$ cat src/rtl/universal_threshold_estimator_pkg.sv
// Shared types and helpers for the universal threshold estimator and the
// downstream thresholding path.
package universal_threshold_estimator_pkg;

    typedef enum logic [2:0] {
        ST_IDLE,
        ST_ACCUM,
        ST_MEAN,
        ST_SCALE,
        ST_OUTPUT
    } state_e;

    localparam int unsigned SCALE_FRAC_DEF = 12;
    localparam int unsigned SCALE_ONE      = 1 << SCALE_FRAC_DEF;

    // Magnitude of a w-bit signed value; the most negative code folds onto
    // the most positive one so the result always fits in w-1 bits.
    function automatic logic [31:0] sat_abs(input logic signed [31:0] x,
                                            input int unsigned         w);
        logic signed [31:0] lo;
        lo = -(32'sd1 <<< (w - 1));
        if (x <= lo)
            return (32'd1 << (w - 1)) - 32'd1;
        return (x < 0) ? 32'(-x) : 32'(x);
    endfunction

    function automatic logic [63:0] sat_pos(input logic [63:0] v,
                                            input int unsigned w);
        logic [63:0] m;
        m = (64'd1 << (w - 1)) - 64'd1;
        return (v > m) ? m : v;
    endfunction

endpackage

$ cat src/rtl/universal_threshold_estimator_abs_accumulator.sv
// Sums saturated magnitudes of accepted coefficients and flags the cycle in
// which the final sample of the window is accepted.
module universal_threshold_estimator_abs_accumulator
    import universal_threshold_estimator_pkg::*;
#(
    parameter int ADC_WIDTH      = 14,
    parameter int MAX_WINDOW_LOG = 10,
    parameter int ACC_W          = ADC_WIDTH - 1 + MAX_WINDOW_LOG,
    parameter int WL_W           = $clog2(MAX_WINDOW_LOG + 1)
) (
    input  logic                        clk,
    input  logic                        rst,
    input  logic                        clear_i,
    input  logic                        enable_i,
    input  logic                        valid_i,
    input  logic signed [ADC_WIDTH-1:0] level_i,
    input  logic        [WL_W-1:0]      window_log_i,
    output logic        [ACC_W-1:0]     acc_o,
    output logic                        done_o
);

    localparam int CNT_W = MAX_WINDOW_LOG + 1;

    logic [CNT_W-1:0]     cnt_q, cnt_d;
    logic [ACC_W-1:0]     acc_q, acc_d;
    logic [ADC_WIDTH-2:0] abs_val;
    logic                 accept;

    always_comb begin
        abs_val = (ADC_WIDTH - 1)'(sat_abs(32'(level_i), ADC_WIDTH));
        accept  = enable_i & valid_i;
        done_o  = accept && (cnt_q == ((CNT_W'(1) << window_log_i) - CNT_W'(1)));
        // NOTE: every always_comb target gets a default first so no latch is inferred.
        acc_d   = acc_q;
        cnt_d   = cnt_q;
        if (clear_i) begin
            acc_d = '0;
            cnt_d = '0;
        end else if (accept) begin
            acc_d = acc_q + ACC_W'(abs_val);
            cnt_d = cnt_q + CNT_W'(1);
        end
    end

    // NOTE: sequential state uses non-blocking assignments only.
    always_ff @(posedge clk) begin
        if (rst) begin
            acc_q <= '0;
            cnt_q <= '0;
        end else begin
            acc_q <= acc_d;
            cnt_q <= cnt_d;
        end
    end

    assign acc_o = acc_q;

endmodule

$ cat src/rtl/universal_threshold_estimator.sv
// Window mean-absolute-value scaled by a runtime Q-format factor, producing a
// saturated +/- threshold pair held until the next window completes.
module universal_threshold_estimator
    import universal_threshold_estimator_pkg::*;
#(
    parameter int  ADC_WIDTH       = 14,
    parameter int  MAX_WINDOW_SIZE = 1024,
    parameter int  SCALE_WIDTH     = 16,
    parameter int  SCALE_FRAC      = SCALE_FRAC_DEF,
    localparam int MAX_WINDOW_LOG  = $clog2(MAX_WINDOW_SIZE),
    localparam int WL_W            = $clog2(MAX_WINDOW_LOG + 1)
) (
    input  logic                          clk,
    input  logic                          rst,
    input  logic                          start,
    input  logic        [WL_W-1:0]        window_log,
    input  logic        [SCALE_WIDTH-1:0] scale_factor,
    input  logic                          detail_valid,
    input  logic signed [ADC_WIDTH-1:0]   detail_level,
    output logic                          busy,
    output logic                          threshold_valid,
    output logic signed [ADC_WIDTH-1:0]   universal_threshold_positive,
    output logic signed [ADC_WIDTH-1:0]   universal_threshold_negative
);

    localparam int ACC_W = ADC_WIDTH - 1 + MAX_WINDOW_LOG;

    state_e                     state_q, state_d;
    logic [WL_W-1:0]            wl_q;
    logic [SCALE_WIDTH-1:0]     scale_q;
    logic [ACC_W-1:0]           mean_q;
    logic signed [ADC_WIDTH-1:0] pos_q, neg_q;

    logic [ACC_W-1:0]     acc;
    logic                 acc_done;
    logic                 accept_start;
    logic [WL_W-1:0]      wl_clamped;
    logic [63:0]          prod_full;
    logic [ADC_WIDTH-1:0] prod_sat;

    assign accept_start = (state_q == ST_IDLE) && start;
    assign wl_clamped   = (32'(window_log) > 32'(MAX_WINDOW_LOG)) ? WL_W'(MAX_WINDOW_LOG)
                                                                  : window_log;

    universal_threshold_estimator_abs_accumulator #(
        .ADC_WIDTH      (ADC_WIDTH),
        .MAX_WINDOW_LOG (MAX_WINDOW_LOG)
    ) u_abs_acc (
        .clk          (clk),
        .rst          (rst),
        .clear_i      (accept_start),
        .enable_i     (state_q == ST_ACCUM),
        .valid_i      (detail_valid),
        .level_i      (detail_level),
        .window_log_i (wl_q),
        .acc_o        (acc),
        .done_o       (acc_done)
    );

    always_comb begin
        state_d = state_q;
        unique case (state_q)
            ST_IDLE:   if (start) state_d = ST_ACCUM;
            ST_ACCUM:  if (acc_done) state_d = ST_MEAN;
            ST_MEAN:   state_d = ST_SCALE;
            ST_SCALE:  state_d = ST_OUTPUT;
            ST_OUTPUT: state_d = ST_IDLE;
            default:   state_d = ST_IDLE;
        endcase
    end

    always_comb begin
        prod_full = (64'(mean_q) * 64'(scale_q)) >> SCALE_FRAC;
        prod_sat  = ADC_WIDTH'(sat_pos(prod_full, ADC_WIDTH));
    end

    // Thresholds load at the end of SCALE so they are already visible during
    // the OUTPUT cycle that carries threshold_valid.
    always_ff @(posedge clk) begin
        if (rst) begin
            state_q <= ST_IDLE;
            wl_q    <= '0;
            scale_q <= '0;
            mean_q  <= '0;
            pos_q   <= '0;
            neg_q   <= '0;
        end else begin
            state_q <= state_d;
            if (accept_start) begin
                wl_q    <= wl_clamped;
                scale_q <= scale_factor;
            end
            if (state_q == ST_MEAN)
                mean_q <= acc >> wl_q;
            if (state_q == ST_SCALE) begin
                pos_q <= prod_sat;
                neg_q <= -prod_sat;
            end
        end
    end

    assign busy                         = (state_q != ST_IDLE);
    assign threshold_valid              = (state_q == ST_OUTPUT);
    assign universal_threshold_positive = pos_q;
    assign universal_threshold_negative = neg_q;

endmodule

$ cat config.mk
export PLATFORM = sky130hd
export DESIGN_NAME = universal_threshold_estimator
export DESIGN_NICKNAME = d
export VERILOG_FILES = /design/src/rtl/universal_threshold_estimator_pkg.sv /design/src/rtl/universal_threshold_estimator_abs_accumulator.sv /design/src/rtl/universal_threshold_estimator.sv
export SDC_FILE = /design/constraint.sdc
export NUM_CORES = 1
export LEC_CHECK = 0
export ABC_CLOCK_PERIOD_IN_PS = 23700
export BUFFER_PORTS_ARGS = -buffer_cell sky130_fd_sc_hd__buf_2
export CAP_MARGIN = 0
export CORE_ASPECT_RATIO = 0.9
export CORE_MARGIN = 2
export CORE_UTILIZATION = 60
export CTS_CLUSTER_SIZE = 30
export DETAILED_ROUTE_END_ITERATION = 8
export PLACE_DENSITY = 0.82
export SYNTH_ARGS = -nofsm -noshare
export SYNTH_HDL_FRONTEND = slang
export SYNTH_SLANG_ARGS = --single-unit
$ cat constraint.sdc
create_clock -name clk -period 23.7 [get_ports clk]
set_clock_uncertainty 0.2 [all_clocks]
set_input_delay 0 -clock clk [delete_from_list [all_inputs] [get_ports clk]]
set_output_delay 0 -clock clk [all_outputs]
set_load 0.02 [all_outputs]
# Yosys cells after proc, flatten, opt, wreduce, memory -nomap -nowiden
# Cells that the tools add are included.
# op_classes
add_sub_neg,5
mul,1
magnitude_cmp,4
n_eq_ne,7
shift,2
n_mux,9
n_bitwise,1
n_reduce_logical,6
# op_table
operator,count
multiplier 23 x 16 -> 39 bit,1
two-way mux 13 bit,3
> comparator 27 x 13 -> 1 bit (second input constant),1
adder 23 x 13 -> 23 bit,1
>> shifter 23 x 4 -> 23 bit,1
<= comparator 14 bit (second input constant),1
less-than comparator 14 x 1 -> 1 bit (second input constant),1
two-way mux 14 bit,1
negation 14 bit,1
negation 13 bit,1
one-hot mux 3 bit (4 select lines),1
adder 11 x 1 -> 11 bit (second input constant),1
equality test 11 bit,1
<< shifter 1 x 4 -> 11 bit (first input constant),1
subtractor 11 x 1 -> 11 bit (second input constant),1
equality test 3 x 2 -> 1 bit (second input constant),2
two-way mux 3 bit,2
> comparator 4 bit (second input constant),1
two-way mux 4 bit,1
inequality test 2 bit (second input constant),2
equality test 3 x 1 -> 1 bit (second input constant),1
equality test 3 bit (second input constant),1
logical NOT 3 bit,1
nonzero test 3 bit,1
other kinds (5),6
# totals
ff_bits,108
inputBits,38
out_inout_bits,30
elab_cells,43

# Depth between registers and ports, before layout
# depth
ltp_word,6
depth_mapped,32
depth_no_buf,29

# Cells and area by module
# Synthesis repeated with hierarchy kept, for this count alone.
# hier_totals
hier_cells,2246
hier_area_um2,18718.0
# modules_own_cells
module,n_inst,cells_per_inst,area_each_um2,seq_area_each_um2
universal_threshold_estimator,1,1902,16089.2,1461.4
universal_threshold_estimator_abs_accumulator,1,344,2628.8,680.7

# Least setup slack after synthesis
# No wires, ideal clock.
# synth_timing
path_type,reg2reg
from,register scale_q[15]
to,"register neg_q[4], in the netlist universal_threshold_negative[4]"
setup_ns,0.070
arrival_time_ns,7.507
t_required_ns,23.430
path_slack_ns,15.923
path_stages_with_launch,30
path_buffers,3
synth_period_minus_slack_ns,7.777
cell_sequence,dfxtp_1 > clkbuf_1 > nand2_1 > fa_1 > fa_1 > inv_1 > fa_1 > fa_1 > fa_1 > inv_1 > fa_1 > inv_1 > ha_1 > buf_2 > o211ai_1 > o21ai_2 > o311ai_1 > a31oi_1 > nor2_2 > o31ai_1 > mux2_4 > nor4_4 > buf_6 > nand2_1 > nor3_1 > ha_1 > nor3b_1 > xor2_1 > nand4_1 > a21oi_1
# synth_between
elab_chain_cells,4
# synth_lines
element,line,text
"start, declared",universal_threshold_estimator.sv:30,logic [SCALE_WIDTH-1:0] scale_q;
"start signal, assigned",universal_threshold_estimator.sv:91,scale_q <= scale_factor;
multiplier 23 x 16 -> 39 bit *,universal_threshold_estimator.sv:73,prod_full = (64'(mean_q) * 64'(scale_q)) >> SCALE_FRAC;
> comparator 27 x 13 -> 1 bit,universal_threshold_estimator_pkg.sv:31,return (v > m) ? m : v;
two-way mux 14 bit *,universal_threshold_estimator_pkg.sv:31,
negation 14 bit *,universal_threshold_estimator.sv:97,neg_q <= -prod_sat;
"end signal, assigned",universal_threshold_estimator.sv:97,
"end, declared",universal_threshold_estimator.sv:32,"logic signed [ADC_WIDTH-1:0] pos_q, neg_q;"
# Every way passes the cells marked *; elsewhere a longest branch is shown, timed or not.
# A chain may end at the register's enable or synchronous reset.

# Worst setup path in the final report
# layout_timing
from,register scale_q[9]
to,"register neg_q[4], in the netlist universal_threshold_negative[4]"
# Same word-level chain as after synthesis.

==> flow_metrics.py <==
metrics = {
    "synthesis": {
        "syn_inst": 2211,
        "syn-mean-instance-area_um2": 8.25,
        "ys.flop_type": "dfxtp_1",
        "synth_cell_types": 77,
        "synth_area_leaders": "fa_1 32%, dfxtp_1 12%, ha_1 8.6%",
        "async_flop_share_pct": 0,
        "netlist.area_leader.share_pct": 32.0,
        "synth_fp_nets": 2667,
        "ys_seq_area_share_pct": 11.7,
        "synth_enable_flop_cells": 0,
        "ys_seq_elements": 107,
        "syn_area_mm2": 0.0182,
        "yosys_warnings": 0,
        "synth_top_area_cell": "fa_1",
    },
    "floorplanning": {
        "die_area_mm2": 0.0318,
        "initial_core_util_pct": 61.1,
        "die_width_um": 188,
        "ios": 68,
        "rows": 60,
        "die_h_um": 169,
        "core_mm2": 0.0299,
    },
    "layout": {
        "layout-drive-gt1-share_pct": 6.35,
        "syn2layout_area_growth_pct": 5.44,
        "utilization_pct": 64.4,
        "finalNetCount": 2656,
    },
    "timing": {
        "hold_viol": 0,
        "setup_viol": 0,
        "period_needed_ns": 9.47,
        "timing.fmax_mhz": 106,
        "post-route-period-util_pct": 40.0,
        "setup_tns_ns": 0,
        "worst_slew_pin_slew_ns": 1.14,
        "slew_headroom_pct": 23.5,
        "setup_ws_ns": 14.23,
        "slew_viol_final": 0,
        "rsz0062_at_grt": "false",
    },
    "outcome": {
        "outcome": "finished clean",
    },
    "worst_hold_path": {
        "min_to": "u_abs_acc.acc_o[4]$_SDFFE_PP0P_",
        "min_path_cells": 7,
        "hold_class": "in2reg",
        "hold_start": "detail_level[4]",
    },
    "place": {
        "numPortBuffers": 67,
        "dp_hpwl_mm": 37.6,
        "place_congestion": 0.939,
        "post-place-ws_ns": 14.53,
    },
    "detailed_routing": {
        "wl_per_cell_um": 19.2,
        "drtIter0Drc": 1517,
        "drtAntennaViolNets": 0,
        "wl_met2_mm": 22.6,
        "dr_total_vias": 15600,
        "first_pass_iters": 5,
        "wl_met3_mm": 5.72,
        "via_per_inst": 5.97,
        "drcViolationCount": 0,
        "wirelength_mm": 50.2,
        "wl_met1_mm": 20.2,
        "topRoutingLayerUsed": "met5",
    },
    "cts": {
        "cts_buffers": 9,
        "cts_buffer_depth": 2,
        "cts_root_buf": "clkbuf_16",
        "post_cts_resized": 0,
        "insertion_delay_ns": 0.38,
        "htree_levels": 3,
        "cts_sinks": 107,
        "cts.clk_slew.worst_paths_ns": 0.11,
        "cts_tree": "yes",
    },
    "critical_path": {
        "r2r-end": "universal_threshold_negative[4]$_SDFFE_PP0P_",
        "cp_data_arrival_time_ns": 9.56,
        "r2r_slack_ns": 14.23,
        "required_ns": 23.78,
        "rr_worst_depth": 26,
        "cp_max_fo": 24,
        "reg2reg_from": "scale_q[9]$_SDFFE_PP0P_",
        "worst_setup_path_end_kind": "flip-flop",
        "worst-setup-path-type": "reg2reg",
        "critPathLaunch": "scale_q[9]$_SDFFE_PP0P_",
        "critPathLaunchType": "flip-flop",
    },
    "global_route": {
        "grt_pass1_wl_mm": 82.5,
        "antenna_found_initial": 3,
        "grt_max_degree": 77,
        "grt_pass1_vias": 16000,
        "grt_usage_pct": 32.8,
        "grt-ovfl-total": 0,
    },
    "flow_run": {
        "maxCapViolCount": 0,
    },
    "power": {
        "p_total_uw": 443,
        "vdd_drop_max_v": 0.0000408,
        "power_density_mw_per_mm2": 23.0,
        "p_leak_uw": 0.00925,
    },
}
worst max-delay path by stage:
stage	endpoint	slack [ns]
4_1_cts	universal_threshold_negative[4]$_SDFFE_PP0P_	14.49
2_1_floorplan	universal_threshold_negative[4]$_SDFFE_PP0P_	15.92
6_report	universal_threshold_negative[4]$_SDFFE_PP0P_	14.23
3_3_place_gp	universal_threshold_negative[4]$_SDFFE_PP0P_	14.78
3_5_place_dp	universal_threshold_negative[4]$_SDFFE_PP0P_	14.53
5_1_grt	universal_threshold_negative[4]$_SDFFE_PP0P_	13.83
report_power, final:
group	switching [µW]	internal, µW	total (µW)
clock network	94.5	79.6	174
logic	41.4	27.2	68.6
registers	17.4	183	200
total	153	290	443
cells in the mapped netlist, drive strengths merged, types with 6 or more instances:
cell / count
a211oi: 28
a21o: 15
a21oi: 115
a311oi: 6
a31oi: 15
a41o: 6
and2: 165
and3: 16
buf: 18
clkbuf: 103
dfxtp: 107
fa: 292
ha: 126
inv: 356
mux2: 8
mux2i: 20
mux4: 8
nand2: 393
nand3: 34
nand3b: 7
nand4: 25
nor2: 104
nor2b: 8
nor3: 24
nor4: 6
o211ai: 9
o21a: 11
o21ai: 47
o21bai: 10
o31ai: 7
or3: 8
xnor2: 35
xor2: 31
per-layer routing:
| metal | vias up | global-route usage, % |
|---|---|---|
| met3 | 147 | 8.44 |
| li1 | 6953 | - |
| met5 | - | 0 |
| met4 | 4 | 10.4 |
| met1 | 7594 | 44.2 |
| met2 | 879 | 52.1 |
metrics by stage:
stage	instance area, µm²	hold WS (ns)	std cells
final	19200	0.0302	2609
after global routing	19200	0.0768	2608
after CTS	19200	0.0159	2608
after detailed placement	18700	0.0558	2569
after global placement	18700	0.0512	2569
after floorplan	18200	-0.0640	2211
flip-flops by register name, indices dropped and copies added (netlist names):
signal,flops
mean_q,23
u_abs_acc.cnt_q,11
universal_threshold_negative,13
state_q,3
u_abs_acc.acc_o,23
scale_q,16
universal_threshold_positive,14
wl_q,4
placed cells by master, fill, tap and decap left out, types with 6 or more instances in the layout:
master | synthesis | layout
o21ai_0 | 38 | 38
o21bai_1 | 9 | 9
fa_1 | 292 | 292
nand3b_1 | 7 | 7
o21a_1 | 11 | 11
a311oi_1 | 6 | 6
dfxtp_1 | 107 | 107
inv_1 | 355 | 355
buf_4 | 1 | 9
or3_1 | 8 | 8
nor2b_1 | 8 | 8
mux2_2 | 7 | 7
nor3_1 | 22 | 22
ha_1 | 126 | 126
nand3_1 | 33 | 33
a31oi_1 | 13 | 13
a41o_1 | 6 | 6
and3_1 | 16 | 16
clkbuf_16 | 0 | 9
and2_1 | 165 | 165
o211ai_1 | 9 | 9
nor2_1 | 103 | 103
nand4_1 | 24 | 24
buf_2 | 9 | 67
mux4_2 | 8 | 8
mux2i_1 | 20 | 20
dlygate4sd3_1 | 0 | 23
a211oi_1 | 27 | 27
nand2_1 | 393 | 393
a21o_1 | 15 | 15
a21oi_1 | 111 | 111
xnor2_1 | 35 | 35
o21ai_1 | 7 | 7
xor2_1 | 31 | 31
kinds of logic after synthesis:
| family | after synthesis | share of synthesized area (%) |
|---|---|---|
| xor gates and xnor gates | 66 | 3.17 |
| muxes | 36 | 2.60 |
| and+or+nand+nor | 810 | 21.0 |
| DFF | 107 | 11.7 |
| AOI/OAI and AO/OA | 297 | 10.8 |
| adders and majority gates | 418 | 40.7 |
| buffers and inverters | 477 | 9.98 |
critical path, cell delays in order, from the launching register on:
cell and delay, ns:
dfxtp_1 1.06, nand2_1 0.19, fa_1 0.57, inv_1 0.06, fa_1 0.53, fa_1 0.45
fa_1 0.52, fa_1 0.55, inv_1 0.06, fa_1 0.59, inv_1 0.06, ha_1 0.46
o211ai_1 0.16, o21ai_2 0.36, o311ai_1 0.17, a31oi_1 0.30, nor2_2 0.10, o31ai_1 0.38
mux2_4 0.35, nor4_4 0.69, nand2_1 0.17, nor3_1 0.36, ha_1 0.29, nor3b_1 0.25
xor2_1 0.16, nand4_1 0.11, a21oi_1 0.20
area by class of cell:
class	instances	area (µm²)
fill	2507	10600
timing repair buffer	99	633
antenna	1	2.50
sequential	107	2140
clock inverter	7	105
inverter	356	1340
multi-input combinational	1627	14300
tap	403	504
clock buffer	9	225
what timing repair did:
item | in CTS | in global routing
setup endpoints to repair | 0 | 0
hold endpoints to repair | 22 | 0
hold buffers | 23 | 0
buffers inserted | 0 | 0
(Power assumes the default switching activity.)
